`src/rtl/eth_pkg.sv`:
```
// Shared definitions for the Ethernet transmit header generator: field widths,
// FSM state encoding and tkeep/byte-count conversion helpers.
package eth_pkg;

  localparam int unsigned ETH_HDR_BYTES = 14;
  localparam int unsigned ETH_MAC_W     = 48;
  localparam int unsigned ETH_LEN_W     = 16;

  typedef enum logic [2:0] {
    IDLE,
    HDR0,
    HDR1,
    DATA,
    TAIL
  } tx_state_t;

  // Byte enables are contiguous from the LSB; any other pattern maps to 0.
  function automatic logic [3:0] keep2cnt(input logic [7:0] keep);
    logic [3:0] cnt;
    case (keep)
      8'h01:   cnt = 4'd1;
      8'h03:   cnt = 4'd2;
      8'h07:   cnt = 4'd3;
      8'h0F:   cnt = 4'd4;
      8'h1F:   cnt = 4'd5;
      8'h3F:   cnt = 4'd6;
      8'h7F:   cnt = 4'd7;
      8'hFF:   cnt = 4'd8;
      default: cnt = 4'd0;
    endcase
    return cnt;
  endfunction

  function automatic logic [7:0] cnt2keep(input logic [3:0] cnt);
    logic [7:0] keep;
    case (cnt)
      4'd0:    keep = 8'h00;
      4'd1:    keep = 8'h01;
      4'd2:    keep = 8'h03;
      4'd3:    keep = 8'h07;
      4'd4:    keep = 8'h0F;
      4'd5:    keep = 8'h1F;
      4'd6:    keep = 8'h3F;
      4'd7:    keep = 8'h7F;
      default: keep = 8'hFF;
    endcase
    return keep;
  endfunction

endpackage

```
`src/rtl/eth_tx_gen.sv`:
```
// Prepends a 14-byte Ethernet header (dst, src, length) to a payload stream,
// shifting the payload by 2 bytes so header and payload pack on the 64-bit bus.
module eth_tx_gen
  import eth_pkg::*;
#(
  parameter int AXIS_DATA_WIDTH = 64
) (
  input  logic        clk,
  input  logic        rstn,
  input  logic [47:0] local_addr,
  input  logic [47:0] remote_addr,
  input  logic [15:0] tx_size,
  input  logic [63:0] tx_orin_tdata,
  input  logic [7:0]  tx_orin_tkeep,
  input  logic        tx_orin_tvalid,
  input  logic        tx_orin_tlast,
  input  logic        tx_orin_tuser,
  output logic        tx_orin_tready,
  output logic [63:0] tx_frame_tdata,
  output logic [7:0]  tx_frame_tkeep,
  output logic        tx_frame_tvalid,
  output logic        tx_frame_tlast,
  output logic        tx_frame_tuser,
  input  logic        tx_frame_tready,
  output logic [31:0] tx_frame_cnt
);

  if (AXIS_DATA_WIDTH != 64) begin : g_width_check
    $error("eth_tx_gen: AXIS_DATA_WIDTH must be 64");
  end

  tx_state_t              state, state_n;
  logic [ETH_MAC_W-1:0]   src_q, dst_q;
  logic [ETH_LEN_W-1:0]   len_q;
  logic [47:0]            hold_data;
  logic [3:0]             hold_cnt;
  logic                   err_q;
  logic [31:0]            frame_cnt_q;

  logic [3:0]             in_cnt;
  logic                   in_hs;
  logic                   payload_hs;
  logic                   last_hs;

  assign in_cnt     = keep2cnt(tx_orin_tkeep);
  assign in_hs      = tx_orin_tvalid & tx_frame_tready;
  assign payload_hs = ((state == HDR1) || (state == DATA)) && in_hs;
  assign last_hs    = tx_frame_tvalid & tx_frame_tready & tx_frame_tlast;

  assign tx_frame_cnt = frame_cnt_q;

  always_comb begin
    state_n         = state;
    tx_frame_tdata  = '0;
    tx_frame_tkeep  = '0;
    tx_frame_tvalid = 1'b0;
    tx_frame_tlast  = 1'b0;
    tx_frame_tuser  = 1'b0;
    tx_orin_tready  = 1'b0;

    case (state)
      IDLE: begin
        if (tx_orin_tvalid) state_n = HDR0;
      end

      HDR0: begin
        tx_frame_tdata  = {src_q[15:0], dst_q};
        tx_frame_tkeep  = '1;
        tx_frame_tvalid = 1'b1;
        if (tx_frame_tready) state_n = HDR1;
      end

      HDR1, DATA: begin
        // Low 2 payload bytes complete the current word; the upper 6 wait in hold_data.
        if (state == HDR1) tx_frame_tdata = {tx_orin_tdata[15:0], len_q, src_q[47:16]};
        else               tx_frame_tdata = {tx_orin_tdata[15:0], hold_data};
        tx_frame_tkeep  = '1;
        tx_frame_tvalid = tx_orin_tvalid;
        tx_orin_tready  = tx_frame_tready;
        if (tx_orin_tlast && (in_cnt <= 4'd2)) begin
          tx_frame_tkeep = cnt2keep(in_cnt + 4'd6);
          tx_frame_tlast = 1'b1;
          tx_frame_tuser = err_q | tx_orin_tuser;
        end
        if (in_hs) begin
          if (!tx_orin_tlast)         state_n = DATA;
          else if (in_cnt <= 4'd2)    state_n = IDLE;
          else                        state_n = TAIL;
        end
      end

      TAIL: begin
        tx_frame_tdata  = {16'h0000, hold_data};
        tx_frame_tkeep  = cnt2keep(hold_cnt - 4'd2);
        tx_frame_tvalid = 1'b1;
        tx_frame_tlast  = 1'b1;
        tx_frame_tuser  = err_q;
        if (tx_frame_tready) state_n = IDLE;
      end

      default: state_n = IDLE;
    endcase
  end

  always_ff @(posedge clk) begin
    if (!rstn) begin
      state       <= IDLE;
      src_q       <= '0;
      dst_q       <= '0;
      len_q       <= '0;
      hold_data   <= '0;
      hold_cnt    <= '0;
      err_q       <= 1'b0;
      frame_cnt_q <= '0;
    end else begin
      state <= state_n;
      if ((state == IDLE) && tx_orin_tvalid) begin
        src_q <= local_addr;
        dst_q <= remote_addr;
        len_q <= tx_size;
      end
      if (payload_hs) begin
        hold_data <= tx_orin_tdata[63:16];
        hold_cnt  <= in_cnt;
        err_q     <= err_q | tx_orin_tuser;
      end
      // Completion overrides the accumulate above so the next frame starts clean.
      if (last_hs) begin
        frame_cnt_q <= frame_cnt_q + 32'd1;
        err_q       <= 1'b0;
      end
    end
  end

endmodule

```
`config.mk`:
```
export PLATFORM = sky130hd
export DESIGN_NAME = eth_tx_gen
export DESIGN_NICKNAME = d
export VERILOG_FILES = /design/src/rtl/eth_pkg.sv /design/src/rtl/eth_tx_gen.sv
export SDC_FILE = /design/constraint.sdc
export NUM_CORES = 1
export LEC_CHECK = 0
export ABC_AREA = 0
export BUFFER_PORTS_ARGS = -buffer_cell sky130_fd_sc_hd__buf_2
export CAP_MARGIN = 0
export CORE_MARGIN = 1
export CORE_UTILIZATION = 47
export DETAILED_ROUTE_END_ITERATION = 16
export HOLD_SLACK_MARGIN = 0.15
export PLACE_DENSITY = 0.77
export SYNTH_ARGS = -nofsm -noshare
export SYNTH_HDL_FRONTEND = slang
export SYNTH_SLANG_ARGS = --single-unit
```
`constraint.sdc`:
```
create_clock -name clk -period 1.9 [get_ports clk]
set_clock_uncertainty 0.05 [all_clocks]
set_input_delay 0.095 -clock clk [delete_from_list [all_inputs] [get_ports clk]]
set_output_delay 0.095 -clock clk [all_outputs]
set_load 0.01 [all_outputs]
```
# Word level (Yosys, flattened, before mapping)
# Memories as Yosys holds them, arrays and structs flattened.
# Cells that the tools add are included.
# word_totals
regBits,200
rom_bits,112
output_inout_bits,108
word_cells,64
n_memories,2
# mem_list
name,depth,width,read_ports,rd_clocked_by_memory_dff,write_ports,line,rtl
(no name shown),8,7,1,0,0,eth_pkg.sv:36,case (cnt)
(no name shown),8,7,1,0,0,eth_pkg.sv:36,
# op_classes
n_addsub,3
order_cmp,1
eq_ne,16
n_mux,20
bitwise,5
n_reduce_logical,9
# op_table
operator,count
64-bit case mux with 3 select lines,1
48-bit two-way mux,1
"32-bit by 1-bit adder with 32-bit output, second input constant",1
4-bit case mux with 8 select lines,1
8-bit two-way mux,3
8-bit case mux with 3 select lines,1
3-bit two-way mux,6
3-bit case mux with 4 select lines,1
"8-bit by 1-bit == test with 1-bit output, second input constant",1
"8-bit by 2-bit == test with 1-bit output, second input constant",1
"8-bit by 3-bit == test with 1-bit output, second input constant",1
"8-bit by 4-bit == test with 1-bit output, second input constant",1
"8-bit by 5-bit == test with 1-bit output, second input constant",1
"8-bit by 6-bit == test with 1-bit output, second input constant",1
"8-bit by 7-bit == test with 1-bit output, second input constant",1
"8-bit == test, second input constant",1
"2-bit != test, second input constant",4
"3-bit by 2-bit == test with 1-bit output, second input constant",2
1-bit case mux with 2 select lines,3
2-bit OR reduction,3
"4-bit by 3-bit adder with 4-bit output, second input constant",1
"4-bit by 2-bit <= comparator with 1-bit output, second input constant",1
4-bit AND reduction,1
"4-bit by 2-bit subtractor with 4-bit output, second input constant",1
other kinds (9),15

# Longest topological paths before layout
# Gate-level depths: netlist of the first run.
# depth
ltp_word,8
mapped_depth,10
mapped_depth_nobuf,10

# Worst setup path after synthesis of the first run
# No wires, ideal clock.
# synth_timing
path_type,reg2reg
start,register frame_cnt_q[9] (netlist: tx_frame_cnt[9])
end,register frame_cnt_q[21] (netlist: tx_frame_cnt[21])
setup_time_ps,72
arrival_time_ps,1852
t_required_ps,1778
setup_slack_ps,-74
path_stages_with_launch,7
n_path_buf,1
path_cell_list,dfxtp_1 nand4_2 nor3_1 nand2_1 buf_2 nor4_1 mux2i_1
# synth_via
elab_chain_cells,1
# synth_rtl
item,line,rtl
from (decl),eth_tx_gen.sv:38,logic [31:0] frame_cnt_q;
from (signal assigned),eth_tx_gen.sv:129,frame_cnt_q <= frame_cnt_q + 32'd1;
32-bit by 1-bit adder with 32-bit output,eth_tx_gen.sv:129,
# Every way passes these cells.
# A chain may end at the register's enable or synchronous reset.

# Worst setup path in the final report of the first run
# layout_timing
start,register state[1]
end,register frame_cnt_q[12] (netlist: tx_frame_cnt[12])
# layout_via
elab_chain_cells,5
# layout_rtl
item,line,rtl
from (decl),eth_tx_gen.sv:32,"tx_state_t state, state_n;"
from (signal assigned),eth_tx_gen.sv:116,state <= state_n;
"3-bit == test, or another cell as far along",eth_tx_gen.sv:61,case (state)
2-bit OR reduction (on tied branches),n/a,
1-bit case mux with 2 select lines,eth_tx_gen.sv:61,
1-bit bitwise AND,eth_tx_gen.sv:48,assign last_hs = tx_frame_tvalid & tx_frame_tready & tx_frame_tlast;
1-bit bitwise AND (*),eth_tx_gen.sv:48,
# Mark *: on every way between the ends. The rest lies on a longest branch, timed or not.

==> reports/qor.log, run 1 <==
qor: run_status.outcome finished, violations left
qor: route.drtIter0Drc 1168
qor: critical_path.required_time_of_the_worst_setup_path 2.17 ns
qor: route.route.met3.wl 4.03 mm
qor: synth.yosys.area_share.adder 0.903%
qor: synth.synth_top_family_by_area simple AND/OR/NAND/NOR gates
qor: finish.layout-drive-gt1-share 37.6%
qor: synth.ys_seq_elements 200
qor: route.met2RoutedLength 20.8 mm
qor: route.antenna_left 0
qor: synth.synth_area_per_cell 7.66 µm²
qor: timing.period_minus_slack 2.28 ns
qor: synth.synthArstFlopShare 0%
qor: timing.worst_pin_slew 0.697 ns
qor: placed_design.hpwlAfterDp 20.6 mm
qor: placed_design.gpl.final_weighted_congestion 0.886
qor: timing.period_share 120%
qor: route.wl_per_cell 20.6 µm
qor: synth.seq_area_frac_synth 41.3%
qor: finish.area_growth 65.5%
qor: clocking.numCtsBuffers 17
qor: timing.unrepaired_setup_endpoints_after_global_routing yes
qor: clocking.cts_tree built
qor: timing.report.final.setup_viol 108
qor: synth.synth.cell_area 0.00970 mm²
qor: clocking.max-clock-path-buffers 2
qor: power.cellLeakagePower 6.71 nW
qor: placed_design.portBuffers 297
qor: synth.postSynthNetCount 1464
qor: global_route.grt_overflow 0
qor: synth.ys_types 62
qor: route.drt-total-wl 43.0 mm
qor: route.vias_per_cell 6.01
qor: critical_path.start_kind flop
qor: run_status.violations setup timing
qor: finish.finalCoreUtilization 79.3%
qor: synth.synth_enable_flop_cells 0
qor: floorplan.die_h 146 µm
qor: timing.timing.final.max_slew_violations 0
qor: timing.finalHoldViolCount 0
qor: timing.timing.max_slew.rel_slack 53.4%
qor: clocking.htree_levels 4
qor: power.vdd_ir_drop_max 0.000616 V
qor: global_route.maximum_number_of_pins_on_one_net_before_global_route_repair 61
qor: clocking.clock_pin_slew_worst_setup_and_hold_paths 0.08 ns
qor: finish.finalNetCount 1993
qor: critical_path.worstPathArrival 2.56 ns
qor: clocking.numClockSinks 200
qor: floorplan.rows 52
qor: synth.dominantRegCellSynth dfxtp_1
qor: route.m1WireLength 15.7 mm
qor: global_route.number_of_antenna_violations_at_the_first_check_in_global_routing 1
qor: global_route.first_global_vias 11.6k
qor: floorplan.fp.coreArea 0.0202 mm²
qor: run.maxCapViolCount 0
qor: critical_path.critical_path_capture_point_type flop
qor: critical_path.crit_fanout 7
qor: clocking.clk_root_buffer_cell clkbuf_16
qor: global_route.grt_usage 35.0%
qor: synth.ys_warn_count 0
qor: timing.maximum_clock_frequency 0.438 GHz
qor: placed_design.pre_cts_ws -0.282 ns
qor: route.dr.max_layer_used met5
qor: synth.simple_logic_cell_fraction_of_the_synthesized_area 24.6%
qor: power.power_density 819 mW/mm²
qor: route.routed-via-count 12.5k
qor: timing.timing.final.ws_setup -0.384 ns
qor: floorplan.num_io_pins 298
qor: floorplan.die_area 0.0212 mm²
qor: route.drt_pre_antenna_iters 9
qor: synth.post_synth_xor_area_fraction 0.361%
qor: critical_path.timing.setup.critical_path_class reg2reg
qor: synth.synth.area.mux_share 6.82%
qor: floorplan.die-width 146 µm
qor: synth.post_synth_inst_count 1267
qor: route.drcViolationCount 0
qor: global_route.first_pass_grt_wire_length 60.0 mm
qor: min_path.hold_path.class in2reg
qor: floorplan.initial_core_utilization 47.9%
qor: clocking.clock_latency 0.44 ns
qor: synth.synth_compound_gate_area_share 21.1%
-- area by class of cell --
type                       instances  area (µm²)
inverter                          13        56.3
multi-input combinational        955        6090
clock buffer                      18         439
antenna                            2        5.00
timing repair buffer             609        4930
sequential                       200        4020
tap                              270         338
clock inverter                    14         180
fill                            1181        4180
-- power breakdown --
part	internal, mW	leakage (nW)	switching [mW]
Combinational	2.12	4.78	2.40
Sequential	4.54	1.63	0.248
Clock	1.94	0.299	1.89
-- state kept, by name, summed over array words and instances (netlist names) --
| name | count |
|---|---|
| dst_q | 48 |
| hold_data | 48 |
| src_q | 48 |
| tx_frame_cnt | 32 |
| len_q | 16 |
| hold_cnt | 4 |
| state | 3 |
| err_q | 1 |
-- metal layers --
metal,vias up,GRT usage (%)
met5,-,0
met4,2,19.4
met3,234,7.81
met2,915,58.1
met1,5891,42.2
li1,5467,-
-- per-stage QoR --
| stage | hold WS [ns] | setup TNS, ns | total power [mW] | cell area (µm²) | std cells |
|---|---|---|---|---|---|
| 3_5_place_dp | 0.291 | -5.80 | 7.82 | 11900 | 1812 |
| 2_1_floorplan | 0.181 | -0.361 | 6.61 | 9700 | 1267 |
| 6_report | 0.253 | -17.42 | 13.1 | 16100 | 2081 |
| 3_3_place_gp | 0.286 | -4.83 | 7.76 | 11900 | 1812 |
| 5_1_grt | 0.280 | -22.11 | 13.6 | 16000 | 2079 |
| 4_1_cts | 0.196 | -8.03 | 12.2 | 14900 | 2035 |
-- final timing paths --
kind / from / to / slack, ns / depth (start not counted)
max: state[1] / tx_frame_cnt[12] / -0.38 / 10
min: tx_orin_tkeep[5] / hold_cnt[3] / 0.25 / 6
max reg2reg: state[1] / tx_frame_cnt[12] / -0.38 / 10
min reg2reg: dst_q[26] / dst_q[26] / 0.41 / 2
-- critical path, stage by stage (launching register included) --
cell      delay [ns]
dfxtp_4         0.40
buf_12          0.13
nand3b_1        0.10
buf_4           0.16
a41oi_2         0.23
buf_6           0.18
o21ai_4         0.11
buf_6           0.17
buf_4           0.15
o31ai_1         0.39
a21oi_2         0.11
-- cell usage in the layout, fill, tap and decap left out, drive strengths merged, types with 3 or more instances in the layout --
cell         synthesis  final
nand4                7      7
nor2                13     13
nand3b               3      3
nor4                11     11
and4                 6      6
o211ai               2      3
mux2i               11     11
nor3                 8      8
a22o                17     17
or4                  8      8
nor3b                3      3
a21oi              189    189
nand3               20     20
o21ai               65     66
o41ai                3      3
clkbuf              77     23
ha                   7      7
a22oi               48     48
or3                 10     10
clkinv               1      5
dlygate4sd3          0    165
mux2                49     49
and3                 7      7
nand2              401    401
nor2b                4      4
inv                 12     20
xnor2                4      4
nand4b               3      3
buf                 24    438
nand2b              19     19
o31ai                8      8
dfxtp              200    200
-- cells in the mapped netlist, types with 3 or more instances --
cell type,count,area [µm²]
nor4_1,6,37.5
nand2b_1,19,119
buf_1,7,26.3
clkbuf_1,77,289
and4_1,6,52.6
nand4b_1,3,26.3
nand2_1,401,1510
a21oi_1,189,946
o21ai_0,63,315
o31ai_1,8,60.1
mux2i_1,11,110
or4_1,8,60.1
buf_6,3,33.8
and3_1,7,43.8
o41ai_1,3,26.3
a22oi_1,48,360
ha_1,7,87.6
nand3_1,20,100
dfxtp_1,200,4000
nor2_1,13,48.8
or3_1,10,62.6
mux2_2,49,552
nand4_1,6,37.5
nor4_2,5,62.6
nor2b_1,4,25.0
nand3b_1,3,22.5
xnor2_1,4,35.0
a22o_1,17,149
nor3_1,7,35.0
buf_2,13,65.1
inv_1,11,41.3
-- cell families after synthesis --
family,Yosys count
AO/OA/AOI/OAI,350
XOR/XNOR,4
adder cells (fa/ha/maj),7
buffers and inverters,114
flip-flops,200
multiplexers,60
AND/OR/NAND/NOR,532
-- what timing repair did --
item                                   4_1_cts  5_1_grt
pin swaps                                   30       86
setup endpoints to repair                   89      111
gates cloned                                 4       10
hold buffers                               165        0
endpoints found under the hold margin      181        0
buffers inserted                            24       39
resized for setup                          136      168
No activity file was read; power rests on OpenSTA's default activity.
==> inputs of run 2 (changes only) <==
==> constraint.sdc (replaced) <==
create_clock -name clk -period 1.9 [get_ports clk]
set_clock_uncertainty 0.05 [all_clocks]
set_input_delay 0.095 -clock clk [delete_from_list [all_inputs] [get_ports clk]]
set_output_delay 0.095 -clock clk [all_outputs]
set_load 0.1 [all_outputs]
==> run 2 against run 1 <==
The run now fails in global routing (5_1_grt). Synthesized cell count unchanged. Synthesized area is the same.
==> reports/qor.log, run 2 <==
qor: placed_design.hpwlAfterDp 22.7 mm [+10%]
qor: synth.synth.top_cells.by_count nand2_1, dfxtp_1, a21oi_1
qor: placed_design.gpl.final_weighted_congestion 0.856 [-3.4%]
qor: synth.synthArstFlopShare 0% [unchanged]
qor: run_status.outcome did not finish
qor: clocking.clk_root_buffer_cell clkbuf_16
qor: placed_design.portBuffers 297 [unchanged]
qor: synth.post_synth_inst_count 1267 [unchanged]
qor: synth.post-synth-top-area-fraction 41.3% [unchanged]
qor: floorplan.die_h 146 µm [unchanged]
qor: clocking.numClockSinks 200 [unchanged]
qor: synth.synth.area.top_cells dfxtp_1, nand2_1, a21oi_1
qor: synth.postSynthNetCount 1464 [unchanged]
qor: floorplan.die-width 146 µm [unchanged]
qor: floorplan.initial_core_utilization 47.9% [unchanged]
qor: synth.synth.largest_area_cell dfxtp_1
qor: global_route.maximum_number_of_pins_on_one_net_before_global_route_repair 56
qor: synth.synth_most_common_cell nand2_1
qor: timing.worst_endpoint_kind primary output
qor: synth.ys_types 62 [unchanged]
qor: floorplan.num_io_pins 298 [unchanged]
qor: synth.synth_area_per_cell 7.66 µm² [unchanged]
qor: timing.timing.grt.repair.worst_endpoint tx_frame_tkeep[3]
qor: synth.seq_area_frac_synth 41.3% [unchanged]
qor: clocking.numCtsBuffers 17 [unchanged]
qor: run_status.stop_error [ERROR DPL-0038] Utilization greater than 100%, impossible to legalize
qor: run_status.failing_step global routing (5_1_grt)
qor: synth.ys_warn_count 0 [unchanged]
qor: clocking.htree_levels 4 [unchanged]
qor: synth.synth.cell_area 0.00970 mm² [unchanged]
qor: synth.ys_seq_elements 200 [unchanged]
qor: floorplan.rows 52 [unchanged]
qor: synth.dominantRegCellSynth dfxtp_1
qor: clocking.max-clock-path-buffers 2 [unchanged]
qor: synth.synth_enable_flop_cells 0 [unchanged]
run 2: per-stage QoR:
step	cells	setup WS [ns]	TNS (ns)	util, %	instance area (µm²)
detailed placement	1816	-0.469	-10.72	69.2	14000
global placement	1816	-0.393	-9.18	69.2	14000
CTS	2069	-0.314	-18.52	87.9	17800
floorplan	1267	-0.165	-0.484	-	10700
run 2: logic make-up after synthesis:
| family | after synthesis | synth area share, % |
|---|---|---|
| AND/OR/NAND/NOR | 532 | 24.6 |
| AO/OA/AOI/OAI | 350 | 21.1 |
| flip-flops | 200 | 41.3 |
| buffers and inverters | 114 | 4.93 |
| multiplexers | 60 | 6.82 |
| adder cells (fa/ha/maj) | 7 | 0.903 |
| XOR/XNOR | 4 | 0.361 |
run 2: timing repair:
item | in CTS
endpoints found under the setup margin | 94
resized for setup | 193
pin swaps | 69
hold buffers | 165
gates cloned | 13
buffers inserted | 44
endpoints found under the hold margin | 187
==> inputs of run 3 (changes only) <==
--- a/config.mk
+++ b/config.mk
@@ -9,10 +9,9 @@
 export BUFFER_PORTS_ARGS = -buffer_cell sky130_fd_sc_hd__buf_2
 export CAP_MARGIN = 0
 export CORE_MARGIN = 1
-export CORE_UTILIZATION = 47
+export CORE_UTILIZATION = 40
 export DETAILED_ROUTE_END_ITERATION = 16
-export HOLD_SLACK_MARGIN = 0.15
-export PLACE_DENSITY = 0.77
+export PLACE_DENSITY_LB_ADDON = 0.15
 export SYNTH_ARGS = -nofsm -noshare
 export SYNTH_HDL_FRONTEND = slang
 export SYNTH_SLANG_ARGS = --single-unit
==> constraint.sdc (replaced) <==
create_clock -name clk -period 2.47 [get_ports clk]
set_clock_uncertainty 0.05 [all_clocks]
set_input_delay 0.1235 -clock clk [delete_from_list [all_inputs] [get_ports clk]]
set_output_delay 0.1235 -clock clk [all_outputs]
set_load 0.1 [all_outputs]
==> run 3 against run 2 <==
The run now ends clean.
==> reports/qor.log, run 3 (synthesis gave the netlist of run 1 again) <==
qor: run_status.outcome complete, no violations
qor: finish.finalNetCount 1870
qor: route.vias_per_cell 5.37
qor: floorplan.initial_core_utilization 41.1% [-6.9 points]
qor: power.combinationalPowerShare 41.0%
qor: global_route.grt_overflow 0
qor: placed_design.dpl.cell_count 1812 [-0.22%]
qor: timing.period_minus_slack 2.38 ns
qor: critical_path.timing.setup.critical_path_class reg2out
qor: route.antenna_left 0
qor: timing.setup_total_negative_slack 0 ns
qor: critical_path.worst-r2r-setup-slack 0.32 ns
qor: global_route.number_of_antenna_violations_at_the_first_check_in_global_routing 1
qor: power.power_frac_clock 25.8%
qor: global_route.grt_usage 27.0%
qor: run.maxCapViolCount 0
qor: critical_path.required_time_of_the_worst_setup_path 2.30 ns
qor: timing.report.final.setup_viol 0
qor: finish.num-fill-cells 2007
qor: global_route.first_global_vias 10.7k
qor: critical_path.critical_path_capture_point_type output port
qor: clocking.numClockSinks 200 [unchanged]
qor: timing.unrepaired_setup_endpoints_after_global_routing no
qor: power.power.net_switching 4.44 mW
qor: timing.timing.final.ws_setup 0.0915 ns
qor: min_path.hold_path.class in2reg
qor: finish.area_growth 56.1%
qor: clocking.clock_pin_slew_worst_setup_and_hold_paths 0.07 ns
qor: finish.finalCoreUtilization 64.1%
qor: critical_path.crit_fanout 31
qor: route.wl_per_cell 16.9 µm
qor: floorplan.die-width 158 µm [+8.3%]
qor: floorplan.rows 56 [+7.7%]
qor: critical_path.start_kind flop
qor: route.drt-total-wl 33.9 mm
qor: placed_design.pre_cts_ws 0.120 ns [+0.589 ns]
qor: clocking.clock_latency 0.44 ns
qor: power.power_density 726 mW/mm²
qor: min_path.hold-path-endpoint state[0]
qor: min_path.worstHoldStart tx_orin_tlast
qor: global_route.first_pass_grt_wire_length 53.1 mm
qor: power.p_int 6.55 mW
qor: power.p_seq_share 33.2%
qor: route.drtIter0Drc 559
qor: clocking.numCtsBuffers 17 [unchanged]
qor: floorplan.fp.coreArea 0.0236 mm²
qor: finish.layout-drive-gt1-share 29.7%
qor: finish.post_layout_nonfiller_instances 2007
qor: timing.maximum_clock_frequency 0.420 GHz
qor: clocking.cts_tree built
qor: floorplan.num_io_pins 298 [unchanged]
qor: finish.mostFrequentLayoutCell nand2_1
qor: timing.timing.max_slew.rel_slack 54.3%
qor: min_path.whs_path_depth 3
qor: timing.worst_pin_slew 0.686 ns
qor: clocking.clk_root_buffer_cell clkbuf_16
qor: placed_design.hpwlAfterDp 20.6 mm [-9.2%]
qor: route.drt_pre_antenna_iters 5
qor: power.netSwitchingFraction 40.4%
qor: clocking.htree_levels 4 [unchanged]
qor: critical_path.rr_worst_depth 5
qor: timing.timing.final.max_slew_violations 0
qor: finish.final_cell_mix nand2_1, buf_2, a21oi_1, dfxtp_1, dlygate4sd3_1
qor: critical_path.r2r_end tx_frame_cnt[27]
qor: route.routed-via-count 10.8k
qor: timing.period_share 96.3%
qor: finish.largest_registers dst_q: 48 flops, hold_data: 48 flops, src_q: 48 flops
qor: global_route.maximum_number_of_pins_on_one_net_before_global_route_repair 72
qor: timing.finalHoldViolCount 0
qor: clocking.max-clock-path-buffers 2 [unchanged]
qor: critical_path.worst_setup_path_startpoint state[1]
qor: route.drcViolationCount 0
qor: placed_design.gpl.final_weighted_congestion 0.876 [+2.4%]
qor: floorplan.die_area 0.0249 mm²
qor: floorplan.die_h 158 µm [+8.3%]
qor: power.vdd_ir_drop_max 0.000936 V
qor: placed_design.portBuffers 297 [unchanged]
qor: critical_path.worst_r2r_startpoint state[1]
qor: power.cellLeakagePower 5.93 nW
qor: critical_path.worstPathArrival 2.20 ns
## run 3: area by class of cell
cell class	count	area (µm²)	share of cell area, %
Clock buffer	19	453	2.99
Multi-Input combinational cell	953	5450	36.0
Clock inverter	13	151	1.00
Sequential cell	200	4030	26.6
Timing Repair Buffer	488	4600	30.4
Antenna cell	2	5.00	0.0331
Tap cell	319	399	2.64
Inverter	13	53.8	0.355
## run 3: power groups by stage
stage	Clock (mW)	Sequential, mW	Combinational [mW]
5_1_grt	3.02	3.68	4.74
6_report	2.84	3.65	4.51
3_3_place_gp	0	3.71	4.25
4_1_cts	2.90	3.64	4.48
2_1_floorplan	0	3.66	2.78
3_5_place_dp	0	3.72	4.27
## run 3: worst max-delay path, stage by stage (launching register included)
cell	delay (ns)
dfxtp_4	0.40
buf_8	0.29
nor2b_4	0.24
buf_12	0.23
a22oi_1	0.12
o21ai_1	0.27
buf_12	0.22
## run 3: how the worst max path moves through the flow
stage | slack, ns | cells after the start | to
2_1_floorplan | -0.46 | 6 | tx_frame_tdata[17]
3_3_place_gp | 0.18 | 12 | tx_frame_tkeep[0]
3_5_place_dp | 0.12 | 11 | tx_frame_tkeep[0]
4_1_cts | 0.0003 | 6 | tx_frame_tkeep[5]
5_1_grt | 0.002 | 6 | tx_frame_tdata[17]
6_report | 0.09 | 6 | tx_frame_tdata[17]
## run 3: per-layer routing
metal / GRT usage, % / vias up / wire, µm / part of all wire (%)
met1: 32.3 / 5133 / 14200 / 42
met2: 46.8 / 358 / 16600 / 49
li1: - / 5223 / - / -
met5: 0 / - / 0 / 0
met3: 4.95 / 73 / 2060 / 6.1
met4: 12.3 / 0 / 1060 / 3.1
## run 3: per-stage QoR
step	hold WS, ns	instance area (µm²)	power [mW]
3_5_place_dp	0.321	12900	7.98
3_3_place_gp	0.314	12900	7.96
6_report	0.0462	15100	11.0
5_1_grt	0.0391	15100	11.4
4_1_cts	0.0250	15100	11.0
2_1_floorplan	0.209	9910	6.44
## run 3: repair_timing
item / 4_1_cts / 5_1_grt
setup endpoints to repair: 46 / 41
hold buffers: 161 / 0
cloned: 0 / 0
gates resized for setup: 4 / 9
hold endpoints to repair: 161 / 0
buffers inserted: 0 / 0
